==> src/rtl/alu_writeback.sv <==
// ALU writeback stage: registers one ALU result per cycle into the register
// file and the flag register. A multiply with writeback spends a second
// cycle writing its high byte to dest_reg+1, which wraps modulo the
// register-file size.

`ifndef ALU_MULTIPLY
`define ALU_MULTIPLY 4'hA
`endif

module alu_writeback #(
    parameter int unsigned REG_ADDR_W = 3,
    parameter logic [3:0]  MUL_CMND   = `ALU_MULTIPLY
) (
    input  logic                  clk,
    input  logic                  reset,
    input  logic                  in_valid,
    output logic                  in_ready,
    input  logic [3:0]            cmnd,
    input  logic [15:0]           result,
    input  logic [2:0]            flags,
    input  logic [REG_ADDR_W-1:0] dest_reg,
    input  logic                  wb_en,
    input  logic                  flag_en,
    output logic                  rf_we,
    output logic [REG_ADDR_W-1:0] rf_waddr,
    output logic [7:0]            rf_wdata,
    output logic [2:0]            flags_q,
    output logic                  busy
);

    localparam logic [0:0] IDLE   = 1'b0;
    localparam logic [0:0] MUL_HI = 1'b1;

    logic [0:0]            state;
    logic [7:0]            hi_data;
    logic [REG_ADDR_W-1:0] hi_addr;
    logic                  accept;

    // Handshake and status are decoded from state alone
    always_comb begin
        in_ready = (state == IDLE);
        busy     = (state == MUL_HI);
        accept   = in_valid && (state == IDLE);
    end

    // Capture results, drive the registered write port and the pending high byte
    always_ff @(posedge clk or negedge reset) begin
        if (!reset) begin
            state    <= IDLE;
            rf_we    <= 1'b0;
            rf_waddr <= '0;
            rf_wdata <= '0;
            flags_q  <= '0;
            hi_data  <= '0;
            hi_addr  <= '0;
        end else begin
            rf_we <= 1'b0;
            case (state)
                IDLE: begin
                    if (accept) begin
                        rf_we    <= wb_en;
                        rf_waddr <= dest_reg;
                        rf_wdata <= result[7:0];
                        if (flag_en) begin
                            flags_q <= flags;
                        end
                        if ((cmnd == MUL_CMND) && wb_en) begin
                            hi_data <= result[15:8];
                            hi_addr <= dest_reg + REG_ADDR_W'(1);
                            state   <= MUL_HI;
                        end
                    end
                end
                MUL_HI: begin
                    rf_we    <= 1'b1;
                    rf_waddr <= hi_addr;
                    rf_wdata <= hi_data;
                    state    <= IDLE;
                end
                default: state <= IDLE;
            endcase
        end
    end

endmodule

==> config.mk <==
export PLATFORM = sky130hd
export DESIGN_NAME = alu_writeback
export DESIGN_NICKNAME = d
export VERILOG_FILES = /design/src/rtl/alu_writeback.sv
export SDC_FILE = /design/constraint.sdc
export NUM_CORES = 1
export LEC_CHECK = 0
export CAP_MARGIN = 20
export CORE_ASPECT_RATIO = 0.7
export CORE_MARGIN = 4
export CORE_UTILIZATION = 38
export CTS_CLUSTER_DIAMETER = 200
export DETAILED_ROUTE_END_ITERATION = 12
export PLACE_DENSITY = 0.75
export SLEW_MARGIN = 20
export SYNTH_ARGS = -nofsm -noshare
export SYNTH_HDL_FRONTEND = slang
export SYNTH_SLANG_ARGS = --single-unit
==> constraint.sdc <==
create_clock -name clk -period 1.2 [get_ports clk]
set_input_delay 0.24 -clock clk [delete_from_list [all_inputs] [get_ports clk]]
set_output_delay 0.24 -clock clk [all_outputs]
set_load 0.01 [all_outputs]
### Yosys cells after proc, flatten, opt, wreduce, memory -nomap -nowiden

Index checks and enable logic that the tools add are counted.

| storage, ports and cells | value |
|---|---|
| flip-flop bits (word level) | 27 |
| input port bits | 31 |
| output and inout bits | 17 |
| logic and storage cells | 24 |

| cells by class | value |
|---|---|
| add/subtract/negate cells | 1 |
| eq/ne operators | 2 |
| muxes and demuxes | 9 |
| bitwise logic cells | 1 |
| reductions and logical operators | 4 |

Operators with widths:

| operator | number |
|---|---|
| $pmux 8 s2 | 1 |
| $mux 8 | 1 |
| $pmux 3 s2 | 1 |
| $reduce_and 3->1 | 2 |
| $eq 4x4->1 const B | 1 |
| $pmux 1 s2 | 2 |
| $add 3x1->3 const B | 1 |
| $mux 1 | 3 |
| $mux 3 | 1 |
| $logic_and 1x1->1 | 2 |
| $ne 2x1->1 const B | 1 |
| $not 1->1 | 1 |

### Depth between registers and ports, before layout

| depth | value |
|---|---|
| depth in word-level cells | 5 |
| mapped depth | 4 |
| gate-level depth less buffers | 3 |

### Least setup slack after synthesis

Ideal clock, no wire load.

| timing path | value |
|---|---|
| kind | reg2reg |
| start point | register state, in the netlist busy |
| end point | register hi_addr[2] |
| arrival | 1174 ps |
| data required time | 1075 ps |
| slack | -99 ps |
| cell stages (with the launch flop) | 5 |
| path buffers | 1 |
| clock period less this slack | 1299 ps |
| cell sequence | dfrtp_1 nor2b_2 nand3_2 buf_6 mux2_4 |

| on the way | value |
|---|---|
| longest elaborated chain between the ends | 3 |

Ends and longest elaborated chain:

| element | RTL line | RTL |
|---|---|---|
| from (decl) | 34 | `logic [0:0] state;` |
| from (signal assigned) | 49 | `state <= IDLE;` |
| from (signal assigned) | 70 | `state <= MUL_HI;` |
| from (signal assigned) | 78 | `state <= IDLE;` |
| $not 1->1 (no source line) (*) | - |  |
| $logic_and 1x1->1 | 43 | `accept = in_valid && (state == IDLE);` |
| $reduce_and 3->1 (no source line) (*) | - |  |
| to (signal assigned) | 69 | `hi_addr <= dest_reg + REG_ADDR_W'(1);` |
| to (decl) | 36 | `logic [REG_ADDR_W-1:0] hi_addr;` |

Mark *: on every way between the ends. The rest lies on a longest branch, timed or not.
A chain may end at the register's enable or synchronous reset.

### Final worst setup path

| timing path | value |
|---|---|
| start point | register state, in the netlist busy |
| end point | register hi_data[2] |

| on the way | value |
|---|---|
| longest elaborated chain between the ends | 3 |

Ends and longest elaborated chain:

| element | RTL line | RTL |
|---|---|---|
| $not 1->1 (no source line) (*) | - |  |
| $logic_and 1x1->1 | 43 |  |
| $reduce_and 3->1 (no source line) (*) | - |  |
| to (signal assigned) | 68 | `hi_data <= result[15:8];` |
| to (decl) | 35 | `logic [7:0] hi_data;` |

Marks and branches as above.

==> qor.yml <==
status: "complete, but fails checks"
violations: "negative setup slack"
dieWidth_um: 74.2
drc: 0
postSynthRegisterBits: 27
rsz0062_at_grt: "yes"
fin_util_pct: 69.6
cts_tree: "done"
required_ns: 1.36
numPortBuffers: 47
die_h_um: 54.4
critPathMaxFanout: 6
fin_crit_sh_pct: 115
maxCapViolCount: 0
final.setup_skew_ns: 0.00459
seq_area_frac_synth_pct: 57.9
crit_type: "register to register"
max_slew_margin_pct: 87.3
vias_per_cell: 4.66
finalWorstSetupSlack_ns: -0.178
dr.pass1.iters: 3
start_kind: "register"
fillers: 190
cts_made_buffers: 3
track_usage_pct: 15.8
start_util_pct: 40.8
routedWlPerCell_um: 16.9
p_per_area_mw_per_mm2: 1070
power_uw: 2120
final-hold-violation-count: 0
grt_max_degree: 28
syn_nets: 121
grt_pass1_vias: 874
yosysTopAreaCell: "dfrtp_1"
netlist_top_cells_count: "dfrtp_1, nand2_1, mux2i_1"
grt_pass1_wl_um: 4550
final.min_clock_period_ns: 1.38
num_vias: 909
ys_async_sr_fraction_pct: 100
worst_pin_slew_ns: 0.186
worst_ep_arrival_time_ns: 1.54
antenna_cells: 0
ant_nets: 0
nNetsFinal: 192
ys_warn_count: 0
finalSetupViolations: 17
dp.cells: 176
yosysMostFrequentCell: "dfrtp_1"
dp_hpwl_um: 2130
area_growth_pct: 70.6
die-area_sq_mm: 0.00404
routed_wl_um: 3300
cts_hold_buf: 0
p_leak_uw: 0.000953
antenna_found_initial: 0
ctsLongestPathBuffers: 2
synth-edff-count: 0
rows: 16
cts_sinks: 27
slew_viol_final: 0
ir_drop_mv: 0.502
synth_area_sq_mm: 0.00117
cts.htree.levels: 1
dominantRegCellSynth: "dfrtp_1"
timing.fmax_ghz: 0.726
globalRouteOverflowTotal: 0
globalplace.congestion: 0.685
syn_inst: 89
syn-mean-instance-area_sq_um: 13.1
drive_above_1_share_pct: 31.4
clk_pin_slew_worst_paths_ns: 0.09
cp-end-kind: "register"
drt-initial-drc-count: 43
ioPinCount: 48
clk_latency_ns: 0.27
hold_class: "input pin to async pin"
synth.distinct_cells: 15
coreArea_sq_mm: 0.00286
synth_top_area_share_pct: 57.9
cts_root_buf: "clkbuf_8"
stdcell_count: 195
synthTopCellsByArea: "dfrtp_1, mux2i_1, mux2_4"
## final timing paths
check                         endpoint  depth (start not counted)  startpoint  slack, ns
setup reg to reg            hi_data[2]                          5        busy      -0.18
max in group asynchronous         busy                          2       reset       0.71
setup / recovery            hi_data[2]                          5        busy      -0.18
min in group clk           rf_wdata[1]                          2  hi_data[1]       0.49
hold / removal             rf_wdata[0]                          2       reset       0.31
hold reg to reg            rf_wdata[1]                          2  hi_data[1]       0.49
## cell type report
type                       count  area [sq um]  share of cell area (%)
sequential                    27           677                    34.0
timing repair buffer          70           733                    36.8
multi-input combinational     55           478                    24.0
clock buffer                   4          45.0                    2.26
tap                           36          45.0                    2.26
inverter                       3          13.8                   0.691
## logic make-up (layout without fill, tap and decap cells)
family | count (synthesis) | count (layout) | synth area share [%]
fa+ha+maj | 1 | 1 | 1.07
mux | 25 | 25 | 25.4
xor+xnor | 1 | 1 | 0.750
compound gates | 11 | 11 | 4.72
buf+inv | 7 | 77 | 3.00
simple gates | 17 | 17 | 7.18
flops | 27 | 27 | 57.9
## registers in the layout, indices dropped and copies added (netlist names)
| register | cells |
|---|---|
| hi_addr | 3 |
| rf_we | 1 |
| busy | 1 |
| rf_waddr | 3 |
| flags_q | 3 |
| rf_wdata | 8 |
| hi_data | 8 |
## where the power goes
group	total, uW	internal (uW)	switching [uW]	leakage [uW]
logic	502	323	179	0.000603
clock network	508	238	270	0.0000228
registers	1110	1040	72.5	0.000327
total	2120	1600	521	0.000953
## placed cells by master (no fill, tap or decap), types with 4 or more instances in the layout
master           synthesis  final
buf_4                    0     11
buf_6                    1      9
clkdlybuf4s15_1          0     12
clkdlybuf4s50_1          0     26
dfrtp_1                 27     26
dlygate4sd2_1            0      7
mux2_2                   5      5
mux2_4                   8      8
mux2i_1                 12     12
nand2_1                 14     12
o21ai_0                 11      6
o21ai_1                  0      4
## per-stage QoR
step / worst slack [ns] / instance area [sq um] / hold slack, ns / setup TNS, ns
global route: -0.213 / 1990 / 0.320 / -3.31
floorplan: -0.0464 / 1170 / -0.0556 / -0.371
global placement: -0.416 / 1750 / 0.472 / -7.34
finish: -0.178 / 1990 / 0.314 / -2.53
CTS: -0.143 / 1850 / 0.321 / -1.73
detailed placement: -0.484 / 1750 / 0.474 / -8.57
## timing repair
| item | in CTS | in global routing |
|---|---|---|
| buffers inserted | 5 | 8 |
| gates cloned | 1 | 1 |
| resized for setup | 34 | 29 |
| setup endpoints to repair | 31 | 31 |
## worst max-delay path, stage by stage, from the launching register on
cell     delay (ns)
dfrtp_2        0.42
buf_6          0.12
nor2b_4        0.13
nand3_4        0.12
buf_12         0.17
mux2_4         0.29
## per-layer routing
layer	up-vias	part of all wire [%]	GRT usage [%]
li1	443	-	-
met1	439	45	21.4
met2	23	49	25.3
met3	4	4.6	3.85
met4	0	1.5	5.33
met5	-	0	0
Note: power is estimated with default switching activity, not from simulation.
